--- config.mk ---
export PLATFORM = sky130hd
export DESIGN_NAME = hdmi_aux_arbiter
export DESIGN_NICKNAME = d
export VERILOG_FILES = /design/src/rtl/hdmi_pkg.sv /design/src/rtl/hdmi_rr_picker.sv /design/src/rtl/hdmi_aux_arbiter.sv
export SDC_FILE = /design/constraint.sdc
export NUM_CORES = 1
export LEC_CHECK = 0
export ABC_AREA = 1
export ABC_CLOCK_PERIOD_IN_PS = 2400
export BUFFER_PORTS_ARGS = -buffer_cell sky130_fd_sc_hd__clkbuf_2
export CORE_UTILIZATION = 38
export DETAILED_ROUTE_END_ITERATION = 6
export GPL_ROUTABILITY_DRIVEN = 0
export PLACE_DENSITY = 0.77
export SLEW_MARGIN = 20
export SYNTH_ARGS = -nofsm -noshare
export SYNTH_HDL_FRONTEND = slang
export SYNTH_HIERARCHICAL = 1
export SYNTH_SLANG_ARGS = --single-unit
--- constraint.sdc ---
create_clock -name clk -period 2.4 [get_ports clk]
set_clock_uncertainty 0.1 [all_clocks]
set_input_delay 0.24 -clock clk [delete_from_list [all_inputs] [get_ports clk]]
set_output_delay 0.24 -clock clk [all_outputs]
set_load 0.05 [all_outputs]
--- src/rtl/hdmi_pkg.sv ---
// Shared HDMI constants, operating-mode encodings and the aux arbiter state type.
package hdmi_pkg;

  localparam int AUXPACKET = 32;
  localparam int PREAMBLE  = 8;
  localparam int GUARDBAND = 2;

  typedef enum logic [1:0] {
    OPM_CTRL   = 2'd0,
    OPM_VIDEO  = 2'd1,
    OPM_ISLAND = 2'd2,
    OPM_GUARD  = 2'd3
  } opmode_t;

  typedef enum logic [1:0] {
    IDLE = 2'd0,
    WAIT = 2'd1,
    SEND = 2'd2
  } aux_state_t;

endpackage

--- src/rtl/hdmi_rr_picker.sv ---
// Combinational round-robin picker: first requester after last_winner (cyclic),
// with optional absolute priority for source 0.
module hdmi_rr_picker #(
  parameter int NUM_SRC = 4,
  parameter int IW      = $clog2(NUM_SRC)
) (
  input  logic [NUM_SRC-1:0] req,
  input  logic [IW-1:0]      last_winner,
  input  logic               prio_en,
  output logic [IW-1:0]      winner,
  output logic               valid
);

  logic [IW-1:0] idx;

  always_comb begin
    winner = '0;
    valid  = 1'b0;
    idx    = '0;
    // Walk from farthest to nearest so the nearest requester after last_winner is kept.
    for (int i = NUM_SRC; i >= 1; i--) begin
      idx = IW'((int'(last_winner) + i) % NUM_SRC);
      if (req[idx]) begin
        winner = idx;
        valid  = 1'b1;
      end
    end
    if (prio_en && req[0]) begin
      winner = '0;
      valid  = 1'b1;
    end
  end

endmodule

--- src/rtl/hdmi_aux_arbiter.sv ---
// Round-robin arbiter sharing the sequencer's data-island channel among packet sources.
// Build option HDMI_AUX_PRIORITY_EN: source 0 wins every arbitration it takes part in.
module hdmi_aux_arbiter
  import hdmi_pkg::*;
#(
  parameter int NUM_SRC = 4,
  parameter int DATA_W  = 9
) (
  input  logic                      clk,
  input  logic                      rst,
  input  logic                      frame_end,
  input  logic                      aux_enable,
  input  logic [9:0]                aux_slot,
  output logic                      aux_request,
  input  logic [NUM_SRC-1:0]        src_req,
  input  logic [NUM_SRC*DATA_W-1:0] src_data,
  output logic [NUM_SRC-1:0]        src_grant,
  output logic [NUM_SRC-1:0]        src_advance,
  output logic [NUM_SRC-1:0]        src_done,
  output logic [NUM_SRC-1:0]        src_abort,
  output logic [DATA_W-1:0]         aux_data,
  output aux_state_t                dbg_state
);

  localparam int IW = $clog2(NUM_SRC);
`ifdef HDMI_AUX_PRIORITY_EN
  localparam logic PRIO_EN = 1'b1;
`else
  localparam logic PRIO_EN = 1'b0;
`endif

  // Handshake: a source raises src_req and holds it until src_done or src_abort.
  // While granted, each src_advance pulse means its current slot was consumed.
  aux_state_t         state, state_nxt;
  logic [IW-1:0]      owner, owner_nxt;
  logic [IW-1:0]      last_winner, last_nxt;
  logic [NUM_SRC-1:0] owner_oh;
  logic [NUM_SRC-1:0] pick_req;
  logic [IW-1:0]      pick_last;
  logic [IW-1:0]      pick;
  logic               pick_valid;
  logic               busy;
  logic               slot_last;
  logic               slot_penult;
  logic               others_pending;
  logic               unused_slot_hi;

  assign unused_slot_hi = ^aux_slot[9:5];
  assign busy           = (state != IDLE);
  assign owner_oh       = busy ? ({{(NUM_SRC-1){1'b0}}, 1'b1} << owner) : '0;
  assign slot_last      = (aux_slot[4:0] == 5'(AUXPACKET - 1));
  assign slot_penult    = (aux_slot[4:0] == 5'(AUXPACKET - 2));
  assign others_pending = |(src_req & ~owner_oh);
  assign dbg_state      = state;

  // On completion the just-finished owner becomes the rotation origin and is excluded.
  assign pick_req  = (state == IDLE) ? src_req : (src_req & ~owner_oh);
  assign pick_last = (state == SEND) ? owner : last_winner;

  hdmi_rr_picker #(.NUM_SRC(NUM_SRC), .IW(IW)) u_picker (
    .req         (pick_req),
    .last_winner (pick_last),
    .prio_en     (PRIO_EN),
    .winner      (pick),
    .valid       (pick_valid)
  );

  always_ff @(posedge clk) begin
    if (rst) begin
      state       <= IDLE;
      owner       <= '0;
      last_winner <= IW'(NUM_SRC - 1);
    end else begin
      state       <= state_nxt;
      owner       <= owner_nxt;
      last_winner <= last_nxt;
    end
  end

  always_comb begin
    state_nxt = state;
    owner_nxt = owner;
    last_nxt  = last_winner;
    unique case (state)
      IDLE: begin
        if (pick_valid) begin
          owner_nxt = pick;
          state_nxt = WAIT;
        end
      end
      WAIT: begin
        if (aux_enable) state_nxt = SEND;
      end
      SEND: begin
        if (aux_enable && slot_last) begin
          last_nxt = owner;
          if (pick_valid) begin
            owner_nxt = pick;
            state_nxt = WAIT;
          end else begin
            state_nxt = IDLE;
          end
        end
      end
      default: state_nxt = IDLE;
    endcase
    // frame_end overrides everything, including a same-cycle completion.
    if (frame_end) begin
      state_nxt = IDLE;
      owner_nxt = owner;
      last_nxt  = last_winner;
    end
  end

  always_comb begin
    src_grant   = owner_oh;
    src_advance = (aux_enable && busy) ? owner_oh : '0;
    src_done    = (state == SEND && aux_enable && slot_last && !frame_end) ? owner_oh : '0;
    src_abort   = frame_end ? owner_oh : '0;
    aux_data    = (aux_enable && busy) ? src_data[int'(owner)*DATA_W +: DATA_W] : '0;
    unique case (state)
      WAIT:    aux_request = 1'b1;
      SEND:    aux_request = !(slot_penult && aux_enable && !others_pending);
      default: aux_request = 1'b0;
    endcase
  end

endmodule
==> run summary, run 1 <==
run status = finished clean
horizontal extent of the die = 58.2 um
main area contributors after synthesis = nand3_1, nand2_1, dfxtp_1
final hold violation count = 0
via count of the first global-routing pass = 1,261
number of antenna cells inserted = 0
routed len/inst = 10.6 um
Die ar. = 3390 um2
number of gates on the worst path with buffers counted = 7
Power, Total = 0.715 mW
post-synthesis async set-or-reset flop share = 0%
remaining global-route overflow = 0
worst reg2reg startpoint = dbg_state[1]$_SDFFE_PP0P_
critical path peak fanout = 13
endpoint of the lowest-slack register-to-register path = dbg_state[1]$_SDFFE_PP0P_
Max Freq = 0.444 GHz
post-detailed-route DRC marker count = 0
Yosys Warn Count = 6
endpoint of the worst hold-timing path = owner[1]$_SDFFE_PP0P_
startpoint class of the critical path = flop
Cell Area, Placed = 1640 um2
root buffer selected by CTS = clkbuf_4
critical path required time = 2060 ps
chip height = 58.2 um
Worst Reg2Reg Path Length in Cells = 14
maximum number of pins on one net before global-route repair = 22
CTS H-tree depth = 1
Layout Nets = 346
crit path cell chain = inv_1 > ha_1 > inv_4 > buf_4 > nand2_2 > a41oi_1 > clkbuf_2
Placement Rows = 20
total via count after detailed routing = 1,607
total routing usage reported by global routing = 19.1%
hold slack = 114 ps
path type of the worst setup path = reg2out
Util after Layout = 56.8%
CTS tree = built
starting density of the core = 39.6%
residual antenna-violating net count after detailed routing = 0
leak pwr = 0.965 nW
Layout fillers = 323
combined flip-flop and latch cell area = 125 um2
share of final-layout standard cells stronger than drive strength 1 = 47.7%
wire length of the first global-routing pass = 5150 um
worst hold path cell count = 2
length of the first detailed-routing pass in iterations = 4
CP arrival = 1910 ps
TritonCTS buffer count = 3
mean instance size in the synthesized netlist = 5.82 um2
number of ports placed on the die boundary = 82
CTS max path bufs = 2
clock insertion delay at the later pin of the skew report = 240 ps
largest area contributor in the netlist = nand3_1
Buf/Inv on CP = 4
most common library cells after synthesis = nand2_1, nand3_1, inv_1, nor2_1, nand2_2
Min-Delay Startpoint = rst
Synth Register Bits = 6
via density per instance = 4.88
post-layout worst setup margin = 145 ps
cell with the most instances after synthesis = nand2_1
combined area of all synthesized cells = 1200 um2
quantity of I/O buffers inserted on ports = 76
share of the yosys chip area belonging to registers = 10.0%
total detailed-routing wirelength = 3490 um
Final Critical Period = 2250 ps
number of clock sinks = 6
IR drop worst, VDD = 0.339 mV
setup slack at placement = 38.7 ps
Finish-stage setup viols = 0
antenna violations before repair = 0
slowest cell on the critical path = dfxtp_2
endpoint kind of the worst setup timing path = output pin
placeable core region = 3030 um2
multi-input logic area = 920 um2
power per unit of standard cell area = 416 nW/um2
HPWL reported at the end of detailed placement = 2780 um
Top Family by Delay on Critical Path = buffers and inverters
fin crit share = 93.9%
total non-filler cell area in the finished layout = 1720 um2
reported max-cap violation count = 0
Area growth, synth to finish = 43.3%
total nets after synthesis = 265
number of synthesized flops with an enable pin = 0
count of distinct cell types in the synthesized netlist = 27
ys flop type = dfxtp_1
top-area cell type share of the netlist area = 15.8%
Largest stage delay, worst path = 360 ps
max-slew violation count = 0
gate count of the mapped netlist = 206
clock transition at the registers of the reported paths = 50 ps
number of violations reported at the end of detailed-routing iteration 0 = 80
Worst R2R Setup Slack = 180 ps
HP Class = in2reg
==> placed cells by master (no fill, tap or decap), types with 2 or more instances in the layout <==
cell | synthesis | routed
a21oi_1 | 5 | 5
a41oi_1 | 9 | 9
buf_4 | 1 | 10
clkbuf_2 | 0 | 75
clkbuf_4 | 0 | 3
dfxtp_1 | 6 | 4
ha_1 | 5 | 5
inv_1 | 21 | 19
inv_2 | 9 | 10
nand2_1 | 45 | 43
nand2_2 | 13 | 15
nand2_4 | 3 | 3
nand3_1 | 38 | 37
nand3_2 | 6 | 6
nand4_1 | 2 | 2
nor2_1 | 19 | 19
nor2_2 | 3 | 3
o21ai_0 | 3 | 2
==> state kept, by name, indices dropped and copies added (netlist names) <==
register and flops:
dbg_state 2, last_winner 2, owner 2
==> metal layers <==
metal / vias to the layer above / global-route usage (%) / part of all wire (%)
met5: - / 0 / 0
met4: 0 / 0.680 / 0
met3: 0 / 5.36 / 9.3
met2: 67 / 36.3 / 49
met1: 709 / 22.3 / 42
li1: 831 / - / -
==> what timing repair did <==
item	in CTS	in global routing
resized for setup	0	11
hold buffers	0	0
endpoints found under the setup margin	0	13
setup buffers	0	3
==> power breakdown <==
part	switching, mW	internal, mW	leakage (nW)
clock	0.0351	0.0565	0.0138
sequential	0.0107	0.109	0.0500
combinational	0.334	0.170	0.901
==> final cells by class <==
| class | instances | area share (%) |
|---|---|---|
| Clock buffer | 3 | 1.31 |
| Inverter | 31 | 7.35 |
| Multi-Input combinational cell | 159 | 53.5 |
| Sequential cell | 6 | 7.28 |
| Tap cell | 44 | 3.20 |
| Timing Repair Buffer | 86 | 27.4 |
==> stage by stage <==
stage,cells,setup TNS (ps)
4_1_cts,326,0
2_1_floorplan,206,-215
3_5_place_dp,323,0
5_1_grt,329,-9.16
3_3_place_gp,323,0
6_report,329,0
==> logic make-up after synthesis <==
family	after synthesis	synth area share, %
adders and majority gates	5	5.21
other	1	0.313
DFF	6	10.0
buffers and inverters	41	15.7
AOI/OAI and AO/OA	20	11.7
and+or+nand+nor	133	57.0
==> worst max-delay path by stage <==
stage	from	endpoint	slack (ps)
2_1_floorplan	dbg_state[0]$_SDFFE_PP0P_	aux_data[2]	-40
3_3_place_gp	dbg_state[0]$_SDFFE_PP0P_	dbg_state[0]$_SDFFE_PP0P_	140
3_5_place_dp	dbg_state[0]$_SDFFE_PP0P_	dbg_state[1]$_SDFFE_PP0P_	40
4_1_cts	dbg_state[0]$_SDFFE_PP0P_	aux_data[7]	6
5_1_grt	dbg_state[1]$_SDFFE_PP0P_	aux_data[7]	-9
6_report	dbg_state[1]$_SDFFE_PP0P_	aux_data[3]	150
Power figures use the tool's default switching activity.
==> inputs of run 2 (changes only) <==
==> constraint.sdc (replaced) <==
create_clock -name clk -period 2.4 [get_ports clk]
set_clock_uncertainty 0.1 [all_clocks]
set_input_delay 0.24 -clock clk [delete_from_list [all_inputs] [get_ports clk]]
set_output_delay 0.24 -clock clk [all_outputs]
set_load 0.1 [all_outputs]
==> run 2 against run 1 <==
Effect of this change:
- critical path depth up 7
- largest power group unchanged
- core utilization up 15 points
- sequential cell count unchanged
- global-route usage up 3.4 points
==> run summary, run 2 (synthesized netlist as in run 1, its figures left out) <==
actual slew at the worst max-slew pin = 540 ps
starting density of the core = 39.6% (unchanged)
HPWL reported at the end of detailed placement = 3190 um (was 2780 um)
endpoint kind of the worst setup timing path = flop (was output pin)
Final Critical Period = 2240 ps (was 2250 ps)
uppermost metal layer occupied by signal nets = met4 (was met3)
met1 wire length = 1630 um (was 1470 um)
Power, Total = 0.911 mW (was 0.715 mW)
wire length of the first global-routing pass = 6070 um (was 5150 um)
worst reg2reg startpoint = dbg_state[0]$_SDFFE_PP0P_ (was dbg_state[1]$_SDFFE_PP0P_)
Placement Rows = 20 (unchanged)
Area growth, synth to finish = 80.9% (was 43.3%)
TritonCTS buffer count = 3 (unchanged)
fin crit share = 93.2% (was 93.9%)
critical path required time = 2450 ps (was 2060 ps)
root buffer selected by CTS = clkbuf_4 (unchanged)
number of ports placed on the die boundary = 82 (unchanged)
number of violations reported at the end of detailed-routing iteration 0 = 99 (was 80)
worst rel slew slack = 64.2%
total routing usage reported by global routing = 22.5% (was 19.1%)
Setup TNS Final = 0 ps (unchanged)
met3 wire len = 278 um (was 324 um)
CP arrival = 2280 ps (was 1910 ps)
chip height = 58.2 um (unchanged)
endpoint of the lowest-slack register-to-register path = dbg_state[1]$_SDFFE_PP0P_ (unchanged)
CTS max path bufs = 2 (unchanged)
most frequent cells in the layout = clkbuf_2, nand2_1, nand3_1, inv_1, buf_12 (was clkbuf_2, nand2_1, nand3_1, inv_1, nor2_1)
antenna violations before repair = 0 (unchanged)
Max Freq = 0.447 GHz (was 0.444 GHz)
Worst R2R Setup Slack = 160 ps (was 180 ps)
quantity of I/O buffers inserted on ports = 76 (unchanged)
amount of wire on met2 after detailed routing = 1890 um (was 1700 um)
residual antenna-violating net count after detailed routing = 0 (unchanged)
remaining global-route overflow = 0 (unchanged)
via density per instance = 4.96 (was 4.88)
routed len/inst = 11.5 um (was 10.6 um)
path type of the worst setup path = reg2reg (was reg2out)
clock insertion delay at the later pin of the skew report = 260 ps (was 240 ps)
launching instance or port of the critical path = dbg_state[0]$_SDFFE_PP0P_ (was dbg_state[1]$_SDFFE_PP0P_)
clock transition at the registers of the reported paths = 50 ps (about the same)
CTS tree = built (unchanged)
total detailed-routing wirelength = 3820 um (was 3490 um)
number of antenna cells inserted = 0 (unchanged)
Worst Reg2Reg Path Length in Cells = 14 (unchanged)
HP Class = in2reg (unchanged)
via count of the first global-routing pass = 1,433 (was 1,261)
power per unit of standard cell area = 420 nW/um2 (was 416 nW/um2)
CTS H-tree depth = 1 (unchanged)
leak pwr = 1.04 nW (was 0.965 nW)
final hold violation count = 0 (unchanged)
end of the critical path = dbg_state[1]$_SDFFE_PP0P_ (was aux_data[3])
reported max-cap violation count = 0 (unchanged)
number of clock sinks = 6 (unchanged)
share of final-layout standard cells stronger than drive strength 1 = 55.0% (was 47.7%)
maximum number of pins on one net before global-route repair = 20 (was 22)
length of the first detailed-routing pass in iterations = 4 (unchanged)
IR drop worst, VDD = 0.339 mV (about the same)
Layout fillers = 257 (was 323)
Layout Nets = 349 (was 346)
total via count after detailed routing = 1,653 (was 1,607)
Finish-stage setup viols = 0 (unchanged)
Post-CTS Hold Fix Bufs = 0 (unchanged)
most common cell after layout, fill and taps aside = clkbuf_2 (unchanged)
Die ar. = 3390 um2 (unchanged)
hold slack = 112 ps (was 114 ps)
critical path peak fanout = 8 (was 13)
post-detailed-route DRC marker count = 0 (unchanged)
max-slew violation count = 0 (unchanged)
run status = finished clean (unchanged)
horizontal extent of the die = 58.2 um (unchanged)
placeable core region = 3030 um2 (unchanged)
startpoint class of the critical path = flop (unchanged)
## run 2: cell count changes in the layout (fill, tap and decap cells not counted), moves of 4 or more
| cell | before | now |
|---|---|---|
| buf_12 | 1 | 17 |
| clkbuf_2 | 75 | 59 |
| nor2_1 | 19 | 7 |
| a41oi_1 | 9 | 0 |
| nor2_2 | 3 | 11 |
| a41oi_4 | 0 | 6 |
| nor2_4 | 0 | 4 |
## run 2: stage by stage
stage                     utilization, %  setup WS [ps]  std cells  instance area [um2]
after detailed placement            70.0           82.6        328                 2120
after global routing                71.7          -8.18        333                 2170
after global placement              70.0            125        328                 2120
after floorplan                        -          -41.4        206                 1410
final                               71.7            163        333                 2170
after CTS                           70.9           45.1        332                 2150
## run 2: critical path, cell delays in order, from the launching register on
cell,delay [ps]
dfxtp_4,360
inv_1,90
ha_2,200
inv_2,50
o21ai_0,160
buf_4,220
inv_8,60
nand2_4,60
nand2_4,60
nor3b_2,190
nand3_2,120
o22ai_1,160
inv_1,100
a21oi_1,160
nor2_1,70
## run 2: repair_timing
| item | 4_1_cts | 5_1_grt |
|---|---|---|
| endpoints found under the setup margin | 0 | 4 |
| endpoints found under the hold margin | 0 | 0 |
| resized for setup | 0 | 7 |
| setup buffers | 0 | 1 |
## run 2: final cells by class
cell class / count / area (um2) / area share, %
multi-input combinational: 159 / 1100 / 50.8
timing repair buffer: 89 / 733 / 33.8
inverter: 31 / 126 / 5.82
tap: 44 / 55.1 / 2.54
sequential: 6 / 128 / 5.88
clock buffer: 4 / 26.3 / 1.21
## run 2: where the power goes
group          internal (mW)  total, mW  switching (mW)
clock network         0.0634      0.106          0.0427
logic                  0.218      0.680           0.461
registers              0.108      0.125          0.0170
## run 2: how the worst min path moves through the flow
stage / startpoint / endpoint / slack [ps] / cells past startpoint
after detailed placement: last_winner[1]$_SDFFE_PP1P_ / last_winner[1]$_SDFFE_PP1P_ / 360 / 2
after CTS: rst / owner[1]$_SDFFE_PP0P_ / 100 / 2
final: rst / owner[1]$_SDFFE_PP0P_ / 110 / 2
after floorplan: rst / owner[0]$_SDFFE_PP0P_ / 210 / 1
after global routing: rst / owner[0]$_SDFFE_PP0P_ / 120 / 2
after global placement: last_winner[1]$_SDFFE_PP1P_ / last_winner[1]$_SDFFE_PP1P_ / 350 / 2
## run 2: routing by layer
metal / vias up / track usage, %
li1: 838 / -
met1: 748 / 27.9
met2: 65 / 40.1
met3: 2 / 5.13
met4: 0 / 3.74
met5: - / 0
==> inputs of run 3 (changes only) <==
--- a/config.mk
+++ b/config.mk
@@ -11,6 +11,7 @@
 export CORE_UTILIZATION = 38
 export DETAILED_ROUTE_END_ITERATION = 6
 export GPL_ROUTABILITY_DRIVEN = 0
+export MAX_ROUTING_LAYER = met4
 export PLACE_DENSITY = 0.77
 export SLEW_MARGIN = 20
 export SYNTH_ARGS = -nofsm -noshare
==> run 3 against run 2 <==
Effect of this change:
- global-route usage up 0.68 points
- critical path type unchanged
- clock-buffer cell count is the same
- combinational power is essentially flat
- critical path depth fell by 2
==> run summary, run 3 (synthesized netlist as in run 1, its figures left out) <==
most frequent cells in the layout = clkbuf_2, nand2_1, nand3_1, inv_1, buf_12 (unchanged)
power per unit of standard cell area = 420 nW/um2 (about the same)
Max Freq = 0.448 GHz (was 0.447 GHz)
Finish-stage setup viols = 0 (unchanged)
startpoint class of the critical path = flop (unchanged)
critical path peak fanout = 11 (was 8)
root buffer selected by CTS = clkbuf_4 (unchanged)
Post-CTS Hold Fix Bufs = 0 (unchanged)
post-detailed-route DRC marker count = 0 (unchanged)
number of clock sinks = 6 (unchanged)
via density per instance = 4.92 (was 4.96)
reported max-cap violation count = 0 (unchanged)
share of total power in sequential cells = 13.7% (about the same)
Util after Layout = 71.7% (unchanged)
path type of the worst setup path = reg2reg (unchanged)
starting density of the core = 39.6% (unchanged)
share of final-layout standard cells stronger than drive strength 1 = 55.0% (unchanged)
max-slew violation count = 0 (unchanged)
routed len/inst = 11.4 um (was 11.5 um)
Area growth, synth to finish = 80.9% (unchanged)
TritonCTS buffer count = 3 (unchanged)
Final Critical Period = 2230 ps (was 2240 ps)
combinational share of power = 74.6% (about the same)
endpoint kind of the worst setup timing path = flop (unchanged)
Setup TNS Final = 0 ps (unchanged)
most common cell after layout, fill and taps aside = clkbuf_2 (unchanged)
antenna violations before repair = 0 (unchanged)
Clk pwr share = 11.6% (about the same)
Layout Nets = 349 (unchanged)
clock insertion delay at the later pin of the skew report = 260 ps (about the same)
Sw Ratio = 57.2% (about the same)
CTS tree = built (unchanged)
CP arrival = 2280 ps (about the same)
length of the first detailed-routing pass in iterations = 4 (unchanged)
CTS max path bufs = 2 (unchanged)
horizontal extent of the die = 58.2 um (unchanged)
number of antenna cells inserted = 0 (unchanged)
placeable core region = 3030 um2 (unchanged)
final hold violation count = 0 (unchanged)
total detailed-routing wirelength = 3810 um (was 3820 um)
Power, Total = 0.911 mW (about the same)
via count of the first global-routing pass = 1,433 (unchanged)
run status = finished clean (unchanged)
Placement Rows = 20 (unchanged)
HP Class = in2reg (unchanged)
CTS H-tree depth = 1 (unchanged)
Die ar. = 3390 um2 (unchanged)
total via count after detailed routing = 1,638 (was 1,653)
quantity of I/O buffers inserted on ports = 76 (unchanged)
worst rel slew slack = 64.2% (about the same)
critical path required time = 2450 ps (about the same)
remaining global-route overflow = 0 (unchanged)
clock transition at the registers of the reported paths = 50 ps (about the same)
Internal = 0.390 mW (about the same)
leak pwr = 1.04 nW (unchanged)
switching power of the nets = 0.521 mW (about the same)
chip height = 58.2 um (unchanged)
HPWL reported at the end of detailed placement = 3190 um (unchanged)
wire length of the first global-routing pass = 6070 um (unchanged)
residual antenna-violating net count after detailed routing = 0 (unchanged)
actual slew at the worst max-slew pin = 540 ps (about the same)
maximum number of pins on one net before global-route repair = 20 (unchanged)
fin crit share = 93.1% (was 93.2%)
number of ports placed on the die boundary = 82 (unchanged)
total routing usage reported by global routing = 23.2% (was 22.5%)
number of violations reported at the end of detailed-routing iteration 0 = 91 (was 99)
IR drop worst, VDD = 0.339 mV (about the same)
run 3: cell counts in the layout (fill, tap and decap cells not counted):
No cell type changed its count.
run 3: metal layers:
metal / track usage [%] / part of all wire [%] / wire length (um)
met5: - / 0 / 0
met1: 27.9 / 42 / 1620
met4: 3.74 / 0.47 / 18
met2: 40.1 / 50 / 1900
met3: 5.13 / 7.2 / 275
run 3: through the flow:
stage,worst slack [ps],cell area [um2],hold slack (ps),instances
final,166,2170,112,333
after detailed placement,82.6,2120,356,328
after global routing,-8.18,2170,124,333
after floorplan,-41.4,1410,209,206
after global placement,125,2120,353,328
after CTS,45.1,2150,97.2,332
run 3: area by class of cell:
type,instances,area [um2]
multi-input combinational,159,1100
tap,44,55.1
clock buffer,4,26.3
timing repair buffer,89,733
inverter,31,126
sequential,6,128
fill,257,857
run 3: repair_timing:
item / in CTS / in global routing
hold endpoints to repair: 0 / 0
setup endpoints to repair: 0 / 4
gates resized for setup: 0 / 7
buffers inserted: 0 / 1
run 3: worst paths after layout:
kind | from | endpoint | slack (ps) | cells after the start
max | owner[0]$_SDFFE_PP0P_ | dbg_state[1]$_SDFFE_PP0P_ | 170 | 12
min | rst | owner[1]$_SDFFE_PP0P_ | 110 | 2
max reg2reg | owner[0]$_SDFFE_PP0P_ | dbg_state[1]$_SDFFE_PP0P_ | 170 | 12
min reg2reg | last_winner[1]$_SDFFE_PP1P_ | last_winner[1]$_SDFFE_PP1P_ | 370 | 2
run 3: power groups by stage:
stage / Sequential (mW) / Clock (mW) / Combinational [mW]
finish: 0.125 / 0.106 / 0.680
global route: 0.127 / 0.116 / 0.725
CTS: 0.125 / 0.111 / 0.669
detailed placement: 0.127 / 0 / 0.667
global placement: 0.127 / 0 / 0.656
floorplan: 0.140 / 0 / 0.484
run 3: critical path, stage by stage (launching register included):
cell and delay (ps):
dfxtp_1 480, inv_2 180, o21ai_0 200, buf_4 220, inv_8 60, nand2_4 60
nand2_4 60, nor3b_2 190, nand3_2 120, o22ai_1 160, inv_1 100, a21oi_1 160
nor2_1 70
